File: src/rtl/smpl_iter_ctrl.sv
// Sample iterator controller: takes one triangle and its bounding box from
// the bbox stage and walks the box in subsample steps (raster order), handing
// one sample per cycle to sample test while holding bbox off with halt.
//
// Flat port layouts:
//   box_R13S    : {ur.y, ur.x, ll.y, ll.x}, each SIGFIG bits, signed
//   sample_R14S : {y, x}, each SIGFIG bits, signed
//
// Handshake: a sample is presented while validSamp_R14H = 1 and is consumed
// on every rising edge where stall_R14H = 0; while stalled every output holds.
module smpl_iter_ctrl #(
    parameter int SIGFIG = 24,
    parameter int RADIX  = 10,
    parameter int VERTS  = 3,
    parameter int AXIS   = 3,
    parameter int COLORS = 3
) (
    input  logic                            clk,
    input  logic                            rst,
    input  logic [SIGFIG*VERTS*AXIS-1:0]    tri_R13S,
    input  logic [SIGFIG*COLORS-1:0]        color_R13U,
    input  logic [SIGFIG*4-1:0]             box_R13S,
    input  logic                            validTri_R13H,
    input  logic [3:0]                      subSample_RnnnnU,
    input  logic                            stall_R14H,
    output logic                            halt_RnnnnH,
    output logic [SIGFIG*VERTS*AXIS-1:0]    tri_R14S,
    output logic [SIGFIG*COLORS-1:0]        color_R14U,
    output logic [SIGFIG*2-1:0]             sample_R14S,
    output logic                            validSamp_R14H,
    output logic                            triDone_R14H,
    output logic [31:0]                     smplCnt_R14U,
    output logic                            state_dbg_o
);

    localparam int S = SIGFIG;
    localparam int W = SIGFIG + 1;

    typedef enum logic {
        WAIT = 1'b0,
        TEST = 1'b1
    } state_t;

    state_t                           state_q;
    logic                             halt_q;
    logic                             valid_q;
    logic [SIGFIG*VERTS*AXIS-1:0]     tri_q;
    logic [SIGFIG*COLORS-1:0]         color_q;
    logic signed [S-1:0]              llx_q, lly_q, urx_q, ury_q;
    logic signed [S-1:0]              x_q, y_q;
    logic [31:0]                      cnt_q;

    logic signed [S-1:0]              x_d, y_d;
    logic [31:0]                      cnt_d;

    logic signed [S-1:0]              in_llx, in_lly, in_urx, in_ury;
    logic                             box_ok;
    logic [1:0]                       ss_w_lg2;
    logic signed [W-1:0]              step_w;
    logic signed [W-1:0]              x_ext, y_ext, urx_ext, ury_ext;
    logic signed [W-1:0]              nx_w, ny_w;
    logic                             can_x, can_y, last;

    assign in_llx = box_R13S[S-1:0];
    assign in_lly = box_R13S[2*S-1:S];
    assign in_urx = box_R13S[3*S-1:2*S];
    assign in_ury = box_R13S[4*S-1:3*S];
    assign box_ok = (in_llx <= in_urx) && (in_lly <= in_ury);

    // Decode the one-hot subsample mode into the grid step (finest mode wins).
    always_comb begin
        ss_w_lg2 = 2'd0;
        if (subSample_RnnnnU[0])      ss_w_lg2 = 2'd3;
        else if (subSample_RnnnnU[1]) ss_w_lg2 = 2'd2;
        else if (subSample_RnnnnU[2]) ss_w_lg2 = 2'd1;
        step_w = {{(W-1){1'b0}}, 1'b1} << (RADIX - int'(ss_w_lg2));
    end

    // Raster advance: one extra bit so a step past the top coordinate cannot wrap.
    always_comb begin
        x_ext   = {x_q[S-1], x_q};
        y_ext   = {y_q[S-1], y_q};
        urx_ext = {urx_q[S-1], urx_q};
        ury_ext = {ury_q[S-1], ury_q};
        nx_w    = x_ext + step_w;
        ny_w    = y_ext + step_w;
        can_x   = (nx_w <= urx_ext);
        can_y   = (ny_w <= ury_ext);
        last    = !can_x && !can_y;
        x_d     = x_q;
        y_d     = y_q;
        if (can_x) begin
            x_d = nx_w[S-1:0];
        end else begin
            x_d = llx_q;
            y_d = ny_w[S-1:0];
        end
        cnt_d   = cnt_q + 32'd1;
    end

    // Controller FSM: latch a well-formed triangle in WAIT, walk it in TEST.
    always_ff @(posedge clk or negedge rst) begin
        if (!rst) begin
            state_q <= WAIT;
            halt_q  <= 1'b0;
            valid_q <= 1'b0;
            tri_q   <= '0;
            color_q <= '0;
            llx_q   <= '0;
            lly_q   <= '0;
            urx_q   <= '0;
            ury_q   <= '0;
            x_q     <= '0;
            y_q     <= '0;
            cnt_q   <= '0;
        end else begin
            case (state_q)
                WAIT: begin
                    if (validTri_R13H && box_ok) begin
                        tri_q   <= tri_R13S;
                        color_q <= color_R13U;
                        llx_q   <= in_llx;
                        lly_q   <= in_lly;
                        urx_q   <= in_urx;
                        ury_q   <= in_ury;
                        x_q     <= in_llx;
                        y_q     <= in_lly;
                        cnt_q   <= 32'd1;
                        halt_q  <= 1'b1;
                        valid_q <= 1'b1;
                        state_q <= TEST;
                    end
                end
                TEST: begin
                    if (!stall_R14H) begin
                        if (last) begin
                            halt_q  <= 1'b0;
                            valid_q <= 1'b0;
                            state_q <= WAIT;
                        end else begin
                            x_q   <= x_d;
                            y_q   <= y_d;
                            cnt_q <= cnt_d;
                        end
                    end
                end
                default: state_q <= WAIT;
            endcase
        end
    end

    assign halt_RnnnnH    = halt_q;
    assign validSamp_R14H = valid_q;
    assign triDone_R14H   = valid_q && last;
    assign tri_R14S       = tri_q;
    assign color_R14U     = color_q;
    assign sample_R14S    = {y_q, x_q};
    assign smplCnt_R14U   = cnt_q;
    assign state_dbg_o    = state_q;

endmodule

File: config.mk
export PLATFORM = sky130hd
export DESIGN_NAME = smpl_iter_ctrl
export DESIGN_NICKNAME = d
export VERILOG_FILES = /design/src/rtl/smpl_iter_ctrl.sv
export SDC_FILE = /design/constraint.sdc
export NUM_CORES = 1
export LEC_CHECK = 0
export ABC_AREA = 1
export CAP_MARGIN = 20
export CORE_AREA = 2 2 296 298
export CTS_CLUSTER_DIAMETER = 40
export DETAILED_ROUTE_END_ITERATION = 8
export DIE_AREA = 0 0 298 300
export MAX_ROUTING_LAYER = met4
export PLACE_DENSITY = 0.55
export SLEW_MARGIN = 5
export SYNTH_ARGS = -nofsm -noshare
export SYNTH_HDL_FRONTEND = slang
export SYNTH_SLANG_ARGS = --single-unit
File: constraint.sdc
create_clock -name clk -period 3.6 [get_ports clk]
set_input_delay 0.36 -clock clk [delete_from_list [all_inputs] [get_ports clk]]
set_output_delay 0.36 -clock clk [all_outputs]
set_load 0.1 [all_outputs]
==> out/metrics.csv, run 1 <==
metric;value;unit
Total GRT Usage;0.2493;
initial antenna violation count;39;
worst r2r src;x_q[9];
worst setup margin;-0.5717;ns
final period utilization;1.159;
reg2reg end;smplCnt_R14U[15];
reg2reg setup slack;-0.44;ns
GPL Wtd Cong;0.9280;
Min Hold Slack;0.2423;ns
I/O pin cnt;764;
count of final setup violators;80;
# clock sinks;442;
ANT nets after route;0;
number of remaining DRC errors;0;
CP peak stage delay;0.50;ns
Yosys top cell area share;0.4561;
FFs w/ async S/R, synth;1.000;
area grow syn2layout;64.51;%
highest metal layer with signal wires;met4;
Cell Rows;108;
CTS tree;done;
startpoint types;flip-flop;
1st-iter DRT viols;1596;
largest net degree at the start of global routing;87;
PortBufs;762;
Hold Crit Start;tri_R13S[125];
f_max;0.2397;GHz
share of the yosys chip area belonging to registers;0.4561;
met3 WL post-DR;8950;µm
CTS root buf;clkbuf_16;
status;finished, violations left;
violated checks;setup timing;
htree depth;3;
Mean Syn Cell Area;7.545;µm²
total of warnings raised by yosys;0;
number of flops mapped to enable cells by yosys;0;
finished layout cell area;39890;µm²
Cells after Synth;3214;
Die Area;89400;µm²
final hold vios;0;
hold endpoint;tri_R14S[125];
vias in the first global route;24172;
hold path cells;3;
Critical Path RT;3.24;ns
Tmin final;4.172;ns
Hold Crit Class;in -> reg;
CTS Buffer Depth;3;
Max transition margin;0.1963;
Worst EP arrival;3.81;ns
Die H;300;µm
global-route wire length before repair;160200;µm
met2 WL;54990;µm
dpl hpwl;87400;µm
CTS Buf Count;91;
Mapped Area;24250;µm²
Starting Density;0.2813;
top-count cell post-synth;nand2_1;
largest delay contributor family on the critical path;simple AND/OR/NAND/NOR gates;
layout cells sized above 1;0.1593;
Routed WL;110600;µm
DP Area;34340;µm²
Post-synth top cells;nand2_1 (942), inv_1 (594), dfrtp_1 (442);
metal1 wirelength;42310;µm
Clock Latency Late Sink;0.65;ns
Slew Viols, Final;0;
synth unique cells;42;
reg2reg path depth;32;
nets;4717;
RSZ-0062 raised after global routing;yes;
Worst-path clk slew;0.06;ns
area leader, netlist;dfrtp_1;
chip width;298;µm
Max-cap violations;0;
vias per cell;4.446;
CP dominant cell by count;nand2_2;
Worst Skew;0.03965;ns
FF+latch count, synth;442;
dominant synthesized flop cell;dfrtp_1;
CP endpoint kind;output port;
Worst-Margin Slew;1.202;ns
critical path class;reg -> out;
slowest stage cell, crit path;dfrtp_4;
worst path bufs/invs;6;
WL/cell;20.25;µm
synth top area cells;dfrtp_1 (46%), nand2_1 (15%), inv_1 (9.2%);
drt first pass iters;6;
crit-path max FO;4;
core area;86210;µm²
critical path, cell by cell;ha_4 > nand2_2 > nand2_2 > inv_2 > nand2_2 > nand2_2 > nand2_2 > inv_2 > nand2_2 > xor2_1 > inv_1 > ha_4 > nand2_4 > nor2_4 > nand4_1 > buf_4 > nor3b_2 > nor2_2 > nand2_4 > nand2_4 > nand2_4 > buf_12 > nor2_4 > buf_12;
total gr overflow;0;
via count;24277;
worst reg2reg max path, delay by kind of cell, from the launching register on:
| kind | cells | cell delay [ns] |
|---|---|---|
| DFF | 1 | 0.50 |
| xor gates and xnor gates | 1 | 0.21 |
| and+or+nand+nor | 19 | 1.53 |
| buffers and inverters | 10 | 1.10 |
| adders and majority gates | 2 | 0.63 |
routing by layer:
layer | vias to the layer above | track usage
met5 | - | -
met4 | 0 | 0.08914
met3 | 165 | 0.07717
met2 | 753 | 0.4261
met1 | 11279 | 0.2735
li1 | 12080 | -
final cells by class:
class	instances	area [µm²]
Fill cell	8607	46320
Multi-Input combinational cell	2070	11450
Sequential cell	442	11110
Timing Repair Buffer	991	10130
Clock buffer	104	2376
Inverter	597	2243
Tap cell	1155	1445
Clock inverter	64	1047
Antenna cell	38	95.09
through the flow:
step | TNS, ns | worst slack (ns) | util | instances
global placement | -71.04 | -0.9452 | 0.3983 | 5190
detailed placement | -76.19 | -0.9951 | 0.3983 | 5190
floorplan | -0.08894 | -0.08894 | - | 3238
global route | -46.41 | -0.7762 | 0.4627 | 5459
CTS | -21.46 | -0.6339 | 0.4537 | 5408
finish | -29.45 | -0.5717 | 0.4627 | 5461
worst max path at each step:
stage	cells after the start	from	slack (ns)	endpoint
3_5_place_dp	25	subSample_RnnnnU[0]	-1.0	x_q[9]
4_1_cts	20	x_q[9]	-0.63	triDone_R14H
5_1_grt	24	x_q[9]	-0.78	triDone_R14H
6_report	24	x_q[9]	-0.57	triDone_R14H
3_3_place_gp	25	subSample_RnnnnU[0]	-0.95	x_q[21]
2_1_floorplan	22	subSample_RnnnnU[0]	-0.09	triDone_R14H
cell usage in the layout (no fill, tap or decap), drive strengths merged, types with 27 or more instances in the layout:
cell	Yosys	final
clkinv	1	27
xor2	33	33
nand2	948	949
clkbuf	36	104
buf	94	272
nand4	55	55
o21ai	364	364
nor3	35	35
ha	130	130
a21oi	87	87
nor2	147	147
diode	0	38
nand3	181	181
dfrtp	442	442
clkdlybuf4s50	0	715
inv	596	606
kinds of logic after synthesis:
kind of cell / count (synthesis) / share of synthesized area
buffers and inverters: 727 / 0.1202
adders and majority gates: 132 / 0.06873
DFF: 442 / 0.4561
and+or+nand+nor: 1391 / 0.2377
AOI/OAI and AO/OA: 472 / 0.09963
other: 2 / 0.0003097
xor gates and xnor gates: 48 / 0.01734
state kept, by name (all words and copies together) (netlist names), named ones only:
signal	count
color_R14U	72
llx_q	24
smplCnt_R14U	32
state_dbg_o	1
tri_R14S	216
urx_q	24
ury_q	24
validSamp_R14H	1
x_q	24
y_q	23
repair_timing:
item                                    4_1_cts  5_1_grt
setup buffers                                32       16
pin swaps                                    75       86
gates cloned                                 19        0
gates resized for setup                     153      143
endpoints found under the hold margin        74        0
hold buffers                                  1        0
endpoints found under the setup margin       81       81
Power of run 1 is not shown: default switching activity piles up to over one toggle a cycle in this logic, so the estimate is an artifact.
==> run 2, diff against run 1 <==
--- a/config.mk
+++ b/config.mk
@@ -11,7 +11,6 @@
 export CTS_CLUSTER_DIAMETER = 40
 export DETAILED_ROUTE_END_ITERATION = 8
 export DIE_AREA = 0 0 298 300
-export MAX_ROUTING_LAYER = met4
 export PLACE_DENSITY = 0.55
 export SLEW_MARGIN = 5
 export SYNTH_ARGS = -nofsm -noshare
==> out/metrics.csv, run 2 (same netlist as run 1, synthesis figures left out) <==
metric;value;unit;change
status;finished, violations left;;unchanged
violated checks;setup timing;;unchanged
hold endpoint;tri_R14S[114];;was tri_R14S[125]
reg2reg setup slack;-0.53;ns;was -0.44 ns
metal1 wirelength;42490;µm;was 42,310 µm
met2 WL;55200;µm;was 54,990 µm
Hold Crit Class;in -> reg;;unchanged
critical path class;in -> out;;was reg -> out
via count;24339;;was 24,277
count of final setup violators;80;;unchanged
crit-path max FO;3;;was 4
CTS tree;done;;unchanged
Max-cap violations;0;;unchanged
vias in the first global route;24204;;was 24,172
Core Util, Final;0.4560;;was 0.4627
GPL Wtd Cong;0.9259;;was 0.9280
nets;4709;;was 4,717
Worst Skew;0.04184;ns;was 0.03965 ns
initial antenna violation count;31;;was 39
Tmin final;4.167;ns;was 4.172 ns
largest delay contributor family on the critical path;simple AND/OR/NAND/NOR gates;;unchanged
1st-iter DRT viols;1252;;was 1,596
Cell Rows;108;;unchanged
max reg flops;216;;unchanged
dpl hpwl;87030;µm;was 87,400 µm
drt first pass iters;5;;was 6
hold path cells;3;;unchanged
worst path bufs/invs;5;;was 6
Die H;300;µm;unchanged
number of remaining DRC errors;0;;unchanged
f_max;0.2400;GHz;was 0.2397 GHz
worst r2r src;x_q[9];;unchanged
RSZ-0062 raised after global routing;yes;;unchanged
total gr overflow;0;;unchanged
highest metal layer with signal wires;met5;;was met4
largest net degree at the start of global routing;94;;was 87
# clock sinks;442;;unchanged
commonest non-fill, non-tap cells in the layout;nand2_1 (877), clkdlybuf4s50_1 (715), inv_1 (585);;was nand2_1 (846), clkdlybuf4s50_1 (715), inv_1 (581)
ANT nets after route;0;;unchanged
vias per cell;4.486;;was 4.446
reg2reg end;smplCnt_R14U[7];;was smplCnt_R14U[15]
met3 WL post-DR;8114;µm;was 8950 µm
chip width;298;µm;unchanged
most common cell after layout, fill and taps aside;nand2_1;;unchanged
CTS Buffer Depth;3;;unchanged
worst setup margin;-0.5668;ns;was -0.5717 ns
area grow syn2layout;62.12;%;was 64.51%
Critical Path RT;3.24;ns;about the same
global-route wire length before repair;159900;µm;was 160,200 µm
htree depth;3;;unchanged
slowest stage cell, crit path;ha_1;;was dfrtp_4
CTS Buf Count;88;;was 91
layout cells sized above 1;0.1507;;was 0.1593
startpoint types;input pin;;was flip-flop
CP peak stage delay;0.30;ns;was 0.50 ns
CP endpoint kind;output port;;unchanged
Routed WL;110300;µm;was 110,600 µm
Worst-Margin Slew;1.191;ns;was 1.202 ns
Hold Crit Start;tri_R13S[114];;was tri_R13S[125]
Worst EP arrival;3.81;ns;about the same
I/O pin cnt;764;;unchanged
Total GRT Usage;0.2408;;was 0.2493
core area;86210;µm²;unchanged
PortBufs;762;;unchanged
final hold vios;0;;unchanged
CTS root buf;clkbuf_16;;unchanged
Clock Latency Late Sink;0.66;ns;was 0.65 ns
reg2reg path depth;31;;was 32
final period utilization;1.157;;was 1.159
Max transition margin;0.2034;;was 0.1963
Slew Viols, Final;0;;unchanged
Worst-path clk slew;0.06;ns;about the same
dpl ws;-0.9108;ns;was -0.9951 ns
Die Area;89400;µm²;unchanged
WL/cell;20.32;µm;was 20.25 µm
Starting Density;0.2813;;unchanged
==> run 2: layout make-up <==
type                            count  area, µm²
Clock inverter                     64      833.3
Timing Repair Buffer              987      10030
Clock buffer                      101       2311
Fill cell                        8659      46900
Antenna cell                       11      27.53
Multi-Input combinational cell   2069      11310
Sequential cell                   442      11110
Inverter                          597       2241
Tap cell                         1155       1445
==> run 2: worst register-to-register path, delay by kind of cell, from the launching register on <==
family	cells	cell delay (ns)
and+or+nand+nor	18	1.55
adders and majority gates	2	0.62
DFF	1	0.52
buffers and inverters	10	1.10
xor gates and xnor gates	1	0.20
==> run 2: what timing repair did <==
item,4_1_cts,5_1_grt
hold buffers,1,0
cloned,15,2
pin swaps,67,71
gates resized for setup,125,118
hold endpoints to repair,77,0
endpoints found under the setup margin,81,82
buffers inserted,35,10
==> run 2: how the worst max path moves through the flow <==
stage                                    from               to  slack [ns]  depth (start not counted)
after detailed placement  subSample_RnnnnU[1]     triDone_R14H       -0.91                         25
after global routing                   y_q[8]  smplCnt_R14U[7]       -0.77                         29
final                     subSample_RnnnnU[1]     triDone_R14H       -0.57                         25
after CTS                             y_q[10]     triDone_R14H       -0.60                         20
after global placement    subSample_RnnnnU[0]          x_q[21]       -0.85                         25
after floorplan           subSample_RnnnnU[0]     triDone_R14H       -0.09                         22
==> run 2: through the flow <==
step           instance area, µm²  setup TNS [ns]  hold WS, ns  std cells
2_1_floorplan               24450        -0.08894      0.06441       3238
3_3_place_gp                34330          -65.01       0.4665       5188
3_5_place_dp                34330          -70.58       0.4733       5188
4_1_cts                     38700          -40.31       0.1966       5404
5_1_grt                     39290          -56.51       0.2346       5415
6_report                    39310          -39.24       0.2394       5426
==> run 2: metal layers <==
layer  up-vias  GRT usage
li1      12001          -
met1     11332     0.2738
met4        26    0.09093
met2       771     0.4266
met5         -          0
met3       209    0.06966
Power of run 2 is left out for the same reason.
==> run 3, diff against run 2 <==
==> constraint.sdc (replaced) <==
create_clock -name clk -period 4.5 [get_ports clk]
set_input_delay 0.45 -clock clk [delete_from_list [all_inputs] [get_ports clk]]
set_output_delay 0.45 -clock clk [all_outputs]
set_load 0.1 [all_outputs]
==> out/metrics.csv, run 3 (same netlist as run 1, synthesis figures left out) <==
metric;value;unit;change
status;complete, no violations;;was finished, violations left
drt first pass iters;5;;unchanged
1st-iter DRT viols;1454;;was 1,252
Worst EP arrival;3.80;ns;was 3.81 ns
CP endpoint kind;output port;;unchanged
total gr overflow;0;;unchanged
nets;4603;;was 4,709
commonest non-fill, non-tap cells in the layout;nand2_1 (930), clkdlybuf4s50_1 (734), inv_1 (592);;was nand2_1 (877), clkdlybuf4s50_1 (715), inv_1 (585)
most common cell after layout, fill and taps aside;nand2_1;;unchanged
Tmin final;4.248;ns;
startpoint types;flip-flop;;was input pin
Worst Skew;0.04488;ns;was 0.04184 ns
# clock sinks;442;;unchanged
Core Util, Final;0.4352;;was 0.4560
CP dominant cell by count;nand2_1;;
global-route wire length before repair;152000;µm;was 159,900 µm
PortBufs;762;;unchanged
dpl hpwl;82900;µm;was 87,030 µm
final hold vios;0;;unchanged
Hold Crit Class;in -> reg;;unchanged
met2 WL;50120;µm;was 55,200 µm
Die Area;89400;µm²;unchanged
core area;86210;µm²;unchanged
count of final setup violators;0;;was 80
Routed WL;103500;µm;was 110,300 µm
Clock Latency Late Sink;0.65;ns;was 0.66 ns
hold path cells;3;;unchanged
met3 WL post-DR;8779;µm;was 8114 µm
Max-cap violations;0;;unchanged
chip width;298;µm;unchanged
Critical Path RT;4.05;ns;was 3.24 ns
f_max;0.2354;GHz;
ANT nets after route;0;;unchanged
vias per cell;4.417;;was 4.486
I/O pin cnt;764;;unchanged
layout cells sized above 1;0.08955;;was 0.1507
Cell Rows;108;;unchanged
reg2reg setup slack;0.81;ns;was -0.53 ns
metal1 wirelength;41290;µm;was 42,490 µm
CTS Buffer Depth;3;;unchanged
Worst-Margin Slew;1.210;ns;was 1.191 ns
via count;23474;;was 24,339
area grow syn2layout;54.73;%;was 62.12%
CTS tree;done;;unchanged
Starting Density;0.2813;;unchanged
Worst-path clk slew;0.05;ns;was 0.06 ns
largest delay contributor family on the critical path;simple AND/OR/NAND/NOR gates;;unchanged
Slew Viols, Final;0;;unchanged
critical path, cell by cell;ha_4 > buf_4 > nand2_2 > nor2_1 > inv_1 > o21ai_2 > nand3_2 > nand3_2 > nand2_1 > and2_1 > ha_1 > nand2_1 > nor2_2 > nand2_1 > nor3_2 > nand2_1 > nand3_1 > nand2_1 > nand2_2 > nand2_4 > nor2_4 > buf_12;;
CTS Buf Count;93;;was 88
crit-path max FO;4;;was 3
Max transition margin;0.1907;;was 0.2034
worst path bufs/invs;3;;was 5
vias in the first global route;23307;;was 24,204
GPL Wtd Cong;0.9050;;was 0.9259
htree depth;3;;unchanged
number of remaining DRC errors;0;;unchanged
largest net degree at the start of global routing;118;;was 94
Total GRT Usage;0.2275;;was 0.2408
critical path class;reg -> out;;was in -> out
final period utilization;0.9441;;
max reg flops;216;;unchanged
fill cell count;8798;;was 8,659
reg2reg path depth;27;;was 31
slowest stage cell, crit path;dfrtp_2;;was ha_1
highest metal layer with signal wires;met5;;unchanged
WL/cell;19.47;µm;was 20.32 µm
CTS root buf;clkbuf_16;;unchanged
stages on the worst setup path;22;;was 25
Die H;300;µm;unchanged
initial antenna violation count;41;;was 31
CP peak stage delay;0.43;ns;was 0.30 ns
-- run 3: cell types whose count changed in the layout (fill, tap and decap cells not counted), sizes merged, moves of 5 or more --
cell / change
clkinvlp: -7
inv: -5
buf: -128
diode: -6
clkbuf: +15
clkdlybuf4s50: +19
-- run 3: routing by layer --
layer | vias to the layer above | GRT usage
met5 | - | 0
met4 | 48 | 0.06880
met3 | 198 | 0.07746
met2 | 713 | 0.3931
met1 | 10748 | 0.2660
li1 | 11767 | -
-- run 3: path summary, 6_finish.rpt --
kind / from / to
worst min register to register: tri_R14S[21] / tri_R14S[21]
max in group asynchronous: rst / tri_R14S[130]
worst max register to register: y_q[10] / smplCnt_R14U[9]
worst max-delay path: y_q[10] / triDone_R14H
min in group asynchronous: rst / y_q[7]
worst min-delay path: tri_R13S[113] / tri_R14S[113]
-- run 3: timing repair --
item	4_1_cts	5_1_grt
setup buffers	4	6
hold buffers	1	0
hold endpoints to repair	72	0
pin swaps	9	25
gates cloned	0	0
endpoints found under the setup margin	1	1
resized for setup	27	37
-- run 3: per-stage QoR --
step | TNS, ns | setup slack (ns) | hold slack (ns) | instance area (µm²) | instances
3_5_place_dp | -34.42 | -0.5161 | 0.4719 | 33780 | 5127
2_1_floorplan | 0 | 0.02622 | 0.1544 | 24340 | 3238
3_3_place_gp | -33.12 | -0.4956 | 0.4650 | 33760 | 5126
6_report | 0 | 0.2516 | 0.3368 | 37520 | 5314
4_1_cts | 0 | 0.003446 | 0.2830 | 37250 | 5302
5_1_grt | -0.01106 | -0.01106 | 0.3236 | 37520 | 5313
-- run 3: worst min-delay path, cell delays in order --
cell and delay [ns]:
clkdlybuf4s50_1 0.39, inv_1 0.05, o21ai_1 0.06
-- run 3: cell type report --
| type | count | area, µm² | share of cell area |
|---|---|---|---|
| tap | 1155 | 1445 | 0.03852 |
| timing repair buffer | 876 | 8780 | 0.2340 |
| antenna | 5 | 12.51 | 0.0003335 |
| inverter | 597 | 2241 | 0.05972 |
| multi-input combinational | 2069 | 10670 | 0.2844 |
| clock buffer | 118 | 2551 | 0.06799 |
| clock inverter | 52 | 753.2 | 0.02007 |
| sequential | 442 | 11070 | 0.2950 |
Power of run 3 is left out for the same reason.
